## config.mk

```make
export PLATFORM = sky130hd
export DESIGN_NAME = imm_ext_pipe_flat
export DESIGN_NICKNAME = d
export VERILOG_FILES = /design/src/rtl/imm_ext_pipe_if.sv /design/src/rtl/imm_ext_pipe.sv /design/src/flat_wrapper.sv
export SDC_FILE = /design/constraint.sdc
export NUM_CORES = 1
export LEC_CHECK = 0
export ABC_CLOCK_PERIOD_IN_PS = 1560
export CAP_MARGIN = 20
export CORE_ASPECT_RATIO = 0.8
export CORE_MARGIN = 1
export CORE_UTILIZATION = 43
export DETAILED_ROUTE_END_ITERATION = 8
export PLACE_DENSITY = 0.78
export REMOVE_ABC_BUFFERS = 1
export SLEW_MARGIN = 10
export SYNTH_ARGS = -nofsm -noshare
export SYNTH_HDL_FRONTEND = slang
export SYNTH_SLANG_ARGS = --single-unit
```

## constraint.sdc

```tcl
create_clock -name clk -period 1.56 [get_ports clk]
set_input_delay 0.156 -clock clk [delete_from_list [all_inputs] [get_ports clk]]
set_output_delay 0.156 -clock clk [all_outputs]
set_load 0.03 [all_outputs]
```

## src/rtl/imm_ext_pipe_if.sv

```systemverilog
// Handshake bundle between the immediate-extension pipeline and its producer/consumer.
// The slave modport is the pipeline's view; master is the surrounding datapath's view.
interface imm_ext_pipe_if #(
    parameter int IN_W  = 16,
    parameter int OUT_W = 32,
    parameter int TAG_W = 5
);
    logic             in_valid;
    logic             in_ready;
    logic [IN_W-1:0]  in_imm;
    logic [1:0]       in_mode;
    logic [TAG_W-1:0] in_tag;
    logic             out_valid;
    logic             out_ready;
    logic [OUT_W-1:0] out_data;
    logic [TAG_W-1:0] out_tag;
    logic             out_ovf;

    modport slave (
        input  in_valid, in_imm, in_mode, in_tag, out_ready,
        output in_ready, out_valid, out_data, out_tag, out_ovf
    );

    modport master (
        output in_valid, in_imm, in_mode, in_tag, out_ready,
        input  in_ready, out_valid, out_data, out_tag, out_ovf
    );
endinterface

```

## src/rtl/imm_ext_pipe.sv

```systemverilog
// Pipelined immediate extender: sign/zero/upper/branch widening of an instruction
// immediate, carried with its tag through a STAGES-deep valid/ready pipeline.
module imm_ext_pipe #(
    parameter int IN_W   = 16,
    parameter int OUT_W  = 32,
    parameter int STAGES = 2,
    parameter int TAG_W  = 5
) (
    input  logic           clk,
    input  logic           rst_n,
    input  logic           flush,
    imm_ext_pipe_if.slave  bus
);

    logic [OUT_W-1:0] sextVal;
    logic [OUT_W-1:0] extData;
    logic             extOvf;

    logic [STAGES-1:0] stageLoad;
    logic [STAGES-1:0] valid_q, valid_d;
    logic [STAGES-1:0] ovf_q, ovf_d;
    logic [OUT_W-1:0]  data_q [STAGES];
    logic [OUT_W-1:0]  data_d [STAGES];
    logic [TAG_W-1:0]  tag_q  [STAGES];
    logic [TAG_W-1:0]  tag_d  [STAGES];

    // Branch overflow flags shifted-out bits that disagree with the immediate's sign.
    always_comb begin
        sextVal = OUT_W'($signed(bus.in_imm));
        extData = sextVal;
        extOvf  = 1'b0;
        unique case (bus.in_mode)
            2'b00: extData = sextVal;
            2'b01: extData = OUT_W'(bus.in_imm);
            2'b10: extData = OUT_W'(bus.in_imm) << (OUT_W - IN_W);
            default: begin
                extData = sextVal << 2;
                extOvf  = (sextVal[OUT_W-1 -: 2] != {2{sextVal[OUT_W-1]}});
            end
        endcase
    end

    // A stage can load when it is empty or everything downstream of it can move.
    always_comb begin : readyChain
        logic downLoad;
        downLoad  = bus.out_ready;
        stageLoad = '0;
        for (int k = STAGES - 1; k >= 0; k--) begin
            stageLoad[k] = !valid_q[k] || downLoad;
            downLoad     = stageLoad[k];
        end
    end

    always_comb begin
        valid_d = valid_q;
        ovf_d   = ovf_q;
        data_d  = data_q;
        tag_d   = tag_q;
        if (flush) begin
            valid_d = '0;
        end else begin
            if (stageLoad[0]) begin
                valid_d[0] = bus.in_valid;
                if (bus.in_valid) begin
                    data_d[0] = extData;
                    tag_d[0]  = bus.in_tag;
                    ovf_d[0]  = extOvf;
                end
            end
            for (int k = 1; k < STAGES; k++) begin
                if (stageLoad[k]) begin
                    valid_d[k] = valid_q[k-1];
                    if (valid_q[k-1]) begin
                        data_d[k] = data_q[k-1];
                        tag_d[k]  = tag_q[k-1];
                        ovf_d[k]  = ovf_q[k-1];
                    end
                end
            end
        end
    end

    always_ff @(posedge clk or negedge rst_n) begin
        if (!rst_n) begin
            valid_q <= '0;
            ovf_q   <= '0;
            for (int k = 0; k < STAGES; k++) begin
                data_q[k] <= '0;
                tag_q[k]  <= '0;
            end
        end else begin
            valid_q <= valid_d;
            ovf_q   <= ovf_d;
            data_q  <= data_d;
            tag_q   <= tag_d;
        end
    end

    assign bus.in_ready  = stageLoad[0] && !flush;
    assign bus.out_valid = valid_q[STAGES-1];
    assign bus.out_data  = data_q[STAGES-1];
    assign bus.out_tag   = tag_q[STAGES-1];
    assign bus.out_ovf   = ovf_q[STAGES-1];

endmodule
```

## src/flat_wrapper.sv

```systemverilog
// flat-port wrapper written by rule: the top's interface ports become plain ports
module imm_ext_pipe_flat 
#(
    parameter int IN_W   = 16,
    parameter int OUT_W  = 32,
    parameter int STAGES = 2,
    parameter int TAG_W  = 5
)
  (clk, rst_n, flush, bus_in_valid, bus_in_imm, bus_in_mode, bus_in_tag, bus_out_ready, bus_in_ready, bus_out_valid, bus_out_data, bus_out_tag, bus_out_ovf);
  imm_ext_pipe_if #(.IN_W(IN_W), .OUT_W(OUT_W), .TAG_W(TAG_W)) bus_i ();
  input  logic clk;
  input  logic rst_n;
  input  logic flush;
  input wire logic [$bits(bus_i.in_valid)-1:0] bus_in_valid;
  input wire logic [$bits(bus_i.in_imm)-1:0] bus_in_imm;
  input wire logic [$bits(bus_i.in_mode)-1:0] bus_in_mode;
  input wire logic [$bits(bus_i.in_tag)-1:0] bus_in_tag;
  input wire logic [$bits(bus_i.out_ready)-1:0] bus_out_ready;
  output wire logic [$bits(bus_i.in_ready)-1:0] bus_in_ready;
  output wire logic [$bits(bus_i.out_valid)-1:0] bus_out_valid;
  output wire logic [$bits(bus_i.out_data)-1:0] bus_out_data;
  output wire logic [$bits(bus_i.out_tag)-1:0] bus_out_tag;
  output wire logic [$bits(bus_i.out_ovf)-1:0] bus_out_ovf;
  assign bus_i.in_valid = bus_in_valid;
  assign bus_i.in_imm = bus_in_imm;
  assign bus_i.in_mode = bus_in_mode;
  assign bus_i.in_tag = bus_in_tag;
  assign bus_i.out_ready = bus_out_ready;
  assign bus_in_ready = bus_i.in_ready;
  assign bus_out_valid = bus_i.out_valid;
  assign bus_out_data = bus_i.out_data;
  assign bus_out_tag = bus_i.out_tag;
  assign bus_out_ovf = bus_i.out_ovf;
  imm_ext_pipe #(.IN_W(IN_W), .OUT_W(OUT_W), .STAGES(STAGES), .TAG_W(TAG_W)) u_core (.clk(clk), .rst_n(rst_n), .flush(flush), .bus(bus_i));
endmodule
```

---- Yosys cells after proc, flatten, opt, wreduce, memory -nomap -nowiden ----
Index checks and enable logic that the tools add are counted.
storage, ports and cells
  flip-flop bits (word level) ............. 76
  input port bits ......................... 28
  word-level logic and storage cells ...... 24
  output and inout bits ................... 40
operators by class
  mux-type cells .......................... 4
  bitwise operators ....................... 1
  reductions and logical operators ........ 11
  equality and inequality tests ........... 2
operator list
  operator            number
  $pmux 32 s3         1
  $reduce_and 3->1    2
  $reduce_bool 2->1   2
  $logic_not 1->1     3
  $eq 2x1->1 const B  1
  $eq 2x2->1 const B  1
  $logic_not 2->1     1
  $logic_or 1x1->1    2
  $mux 1              2
  $mux 2              1
  $logic_and 1x1->1   1
  $not 1->1           1

---- Logic depth before layout (Yosys ltp) ----
Gate-level depths: netlist of run 1.
  depth in word-level cells ............... 5
  depth in mapped cells ................... 5
  depth with buffers taken out ............ 3

---- Worst setup path before layout of run 1 ----
No wires, ideal clock.
  path kind ............................... flip-flop to flip-flop
  from .................................... reg u_core.valid_q[1]
  to ...................................... reg u_core.data_q[33] in the netlist's numbering
  buffers on the path ..................... 2
  clock period less this slack ............ 1.771 ns
  data arrival time ....................... 1.646 ns
  data required time ...................... 1.435 ns
  path slack .............................. -0.211 ns
  setup time .............................. 0.125 ns
  cell stages (with the launch flop) ...... 6
  cell sequence ........................... dfrtp_1 -> and3b_1 -> or3b_1 -> buf_6 -> buf_12 -> mux2_4
between the ends
  longest elaborated chain between the ends .. 4
ends and longest elaborated chain
  item                               RTL line            text
  start: declaration                 imm_ext_pipe.sv:20  logic [STAGES-1:0] valid_q, valid_d;
  start signal: assignment           imm_ext_pipe.sv:92  valid_q <= valid_d;
  $logic_not 1->1                    imm_ext_pipe.sv:49  stageLoad[k] = !valid_q[k] || downLoad;
  $logic_or 1x1->1 (2 in series)     imm_ext_pipe.sv:49
  $reduce_and 3->1 (no source line)  -
  end signal: assignment             imm_ext_pipe.sv:94  data_q <= data_d;
  end: declaration                   imm_ext_pipe.sv:22  logic [OUT_W-1:0] data_q [STAGES];
No other way between the ends.
A chain may end at the register's enable or synchronous reset.

---- Worst setup path in the final report of run 1 ----
  from .................................... reg u_core.valid_q[0]
  to ...................................... reg u_core.data_q[41] in the netlist's numbering
between the ends
  longest elaborated chain between the ends .. 3
ends and longest elaborated chain
  item                               RTL line
  $logic_not 1->1                    imm_ext_pipe.sv:49
  $logic_or 1x1->1                   imm_ext_pipe.sv:49
  $reduce_and 3->1 (no source line)  -
No other way between the ends.

==> results of run 1 <==
## logic make-up after synthesis
| kind of cell | Yosys count | share of synthesized area [%] |
|---|---|---|
| flip-flops | 76 | 51.28 |
| AND/OR/NAND/NOR | 15 | 2.294 |
| other | 1 | 0.1011 |
| multiplexers | 89 | 29.55 |
| AO/OA/AOI/OAI | 30 | 5.432 |
| buffers and inverters | 57 | 11.34 |
## layer usage
layer	global-route usage [%]	wire [um]
met1	22.24	3399
met2	27.51	3655
met5	0	0
met3	3.994	375
met4	5.934	85
## sequential cells by signal, summed over array words and instances (netlist names)
| name | count |
|---|---|
| u_core.data_q | 32 |
| u_core.tag_q | 5 |
| u_core.valid_q | 2 |
| u_core.bus.out_tag | 5 |
| u_core.bus.out_data | 32 |
## timing repair
action	CTS	global route
endpoints found under the setup margin	77	99
hold buffers	1	0
gates resized for setup	6	26
endpoints found under the hold margin	34	0
gates cloned	1	5
buffers inserted	2	0
pin swaps	0	2
## critical path: stages (launching register included)
cell	delay, ps
dfrtp_1	410
and3b_2	220
or3b_4	500
clkbuf_16	210
mux2_4	290
## through the flow
stage | hold WS (ps) | worst slack, ps
6_report | 320.6 | -176.6
5_1_grt | 365.4 | -230.5
4_1_cts | 323.1 | -132.9
3_5_place_dp | 149.4 | -401.8
3_3_place_gp | 138.4 | -386.4
2_1_floorplan | -139.6 | -2453
## worst paths after layout
path / startpoint / to / slack (ps) / depth (start not counted)
setup / recovery: u_core.valid_q[0] / u_core.data_q[41] / -180 / 4
hold reg to reg: u_core.bus.out_data[11] / u_core.bus.out_data[11] / 510 / 1
hold / removal: rst_n / u_core.tag_q[7] / 320 / 2
min in group clk: bus_in_tag[4] / u_core.tag_q[9] / 420 / 2
max in group asynchronous: rst_n / u_core.bus.out_data[8] / 700 / 3
setup reg to reg: u_core.valid_q[0] / u_core.data_q[41] / -180 / 4
## layout make-up
| cell class | instances | area (um2) | area share (%) |
|---|---|---|---|
| clock inverter | 4 | 98.84 | 2.080 |
| clock buffer | 11 | 131.4 | 2.765 |
| multi-input combinational | 135 | 1404 | 29.54 |
| inverter | 2 | 7.507 | 0.1580 |
| tap | 108 | 135.1 | 2.844 |
| sequential | 76 | 1902 | 40.02 |
| timing repair buffer | 93 | 1074 | 22.59 |
## Yosys cell counts (all sizes together)
library cell / instances
a21boi: 1
a22o: 13
and2: 1
and2b: 1
and3b: 1
buf: 49
clkbuf: 6
conb: 1
dfrtp: 76
inv: 2
mux2: 74
mux2i: 15
nand3: 3
nor2: 5
nor2b: 2
nor3b: 1
o21ai: 16
or3b: 1
## where the power goes
group          switching, mW  internal [mW]
registers              0.239           2.41
logic                   1.01           1.04
clock network          0.679           1.06
total                   1.93           4.51
==> results.sh, run 1 <==
export IMPL_dpl_hpwl_um=4855
export IMPL_nets=345
export IMPL_num_io_pins=68
export IMPL_total_power_mw=6.441
export IMPL_static_leakage_power_nw=2.489
export IMPL_synthesis_instances=268
export IMPL_route_detailed_vias_per_inst=5.047
export IMPL_gr_usage_all_layers_pct=16.89
export IMPL_num_rows=29
export IMPL_synth_sequential_area_ratio_pct=51.28
export IMPL_cts_root_buffer="clkbuf_8"
export IMPL_clock_sink_count=76
export IMPL_floorplan_die_area_mm2=0.009002
export IMPL_status="complete, but fails checks"
export IMPL_fillers=649
export IMPL_grt_ovfl_total=0
export IMPL_synth_warn=0
export IMPL_worst_skew_late_latency_ps=350
export IMPL_powerDensity_mw_per_mm2=1355
export IMPL_cts_made_buffers=9
export IMPL_grt_pass1_wl_um=11650
export IMPL_gp_congestion=0.7480
export IMPL_maximum_number_of_pins_on_one_net_before_global_route_repair=37
export IMPL_postSynthRegisterBits=76
export IMPL_dp_cells=405
export IMPL_worst_path_setup_slack_after_routing_ps=-176.6
export IMPL_die_x_um=105.8
export IMPL_final_util_pct=58.47
export IMPL_wl_per_cell_um=17.52
export IMPL_share_of_final_layout_standard_cells_stronger_than_drive_strength_1_pct=37.07
export IMPL_clkTransAtPathRegs_ps=70
export IMPL_crit_path_start_kind="register"
export IMPL_worstPathMaxFanout=8
export IMPL_drv_slew=0
export IMPL_post_synth_main_area_contributors="dfrtp_1 51%, mux2_2 13%, mux2_4 12%, buf_4 7.7%, mux2i_1 4.0%"
export IMPL_yosys_cell_types=23
export IMPL_cp_arrival_ps=1970
export IMPL_via_count=2165
export IMPL_critPathRequiredTime_ps=1790
export IMPL_post_route_antenna_net_violation_count=0
export IMPL_ctsLongestPathBuffers=2
export IMPL_failed_checks="setup timing"
export IMPL_cts_tree="built"
export IMPL_worst_clock_skew_ps=6.246
export IMPL_postSynthAreaPerCell_um2=13.84
export IMPL_mostFrequentLayoutCell="dfrtp_1"
export IMPL_drt_pass1_iterations=4
export IMPL_wirelength_um=7516
export IMPL_max_freq_mhz=575.8
export IMPL_cell_area_after_technology_mapping_mm2=0.003709
export IMPL_layoutNonFillerInstCount=429
export IMPL_grt_antenna_before_repair=0
export IMPL_port_buffer_count=66
export IMPL_setup_viol=74
export IMPL_chipHeight_um=85.07
export IMPL_start_util_pct=45.63
export IMPL_cts_htree_levels=3
export IMPL_cap_violations=0
export IMPL_via_count_of_the_first_global_routing_pass=2307
export IMPL_netlist_top_cell_by_area="dfrtp_1"
export IMPL_area_growth_synth_to_final_pct=28.14
export IMPL_mostFrequentLayoutCells="76 x dfrtp_1, 44 x mux2_2, 37 x clkdlybuf4s50_1"
export IMPL_synth_top_area_share_pct=51.28
export IMPL_worst_setup_path_type="reg -> reg"
export IMPL_post_dp_cell_area_mm2=0.004289
export IMPL_finalWorstPathRequiredPeriod_ps=1737
export IMPL_hold_path_class="in -> async"
export IMPL_finalHoldViolCount=0
export IMPL_initialDrtViolationCount=46
export IMPL_post_route_period_util_pct=111.3
export IMPL_fin_setup_tns_ps=-11090
export IMPL_core_mm2=0.008128
export IMPL_worst_setup_path_end_kind="register"
export IMPL_post_layout_inst_area_mm2=0.004752
export IMPL_setup_repair_after_global_routing_missed_its_margin="yes"
export IMPL_antenna_cells_inserted=0
export IMPL_vdd_drop_max_uv=729.6
export IMPL_drcViolationCount=0
Note: power is estimated with default switching activity, not from simulation.
==> run 2: changes to the inputs <==
--- a/config.mk
+++ b/config.mk
@@ -5,7 +5,7 @@
 export SDC_FILE = /design/constraint.sdc
 export NUM_CORES = 1
 export LEC_CHECK = 0
-export ABC_CLOCK_PERIOD_IN_PS = 1560
+export ABC_AREA = 0
 export CAP_MARGIN = 20
 export CORE_ASPECT_RATIO = 0.8
 export CORE_MARGIN = 1
@@ -13,7 +13,6 @@
 export DETAILED_ROUTE_END_ITERATION = 8
 export PLACE_DENSITY = 0.78
 export REMOVE_ABC_BUFFERS = 1
-export SLEW_MARGIN = 10
 export SYNTH_ARGS = -nofsm -noshare
 export SYNTH_HDL_FRONTEND = slang
 export SYNTH_SLANG_ARGS = --single-unit
==> results of run 2 <==
No change in the layout: final DEF, timing and power equal those of run 1.
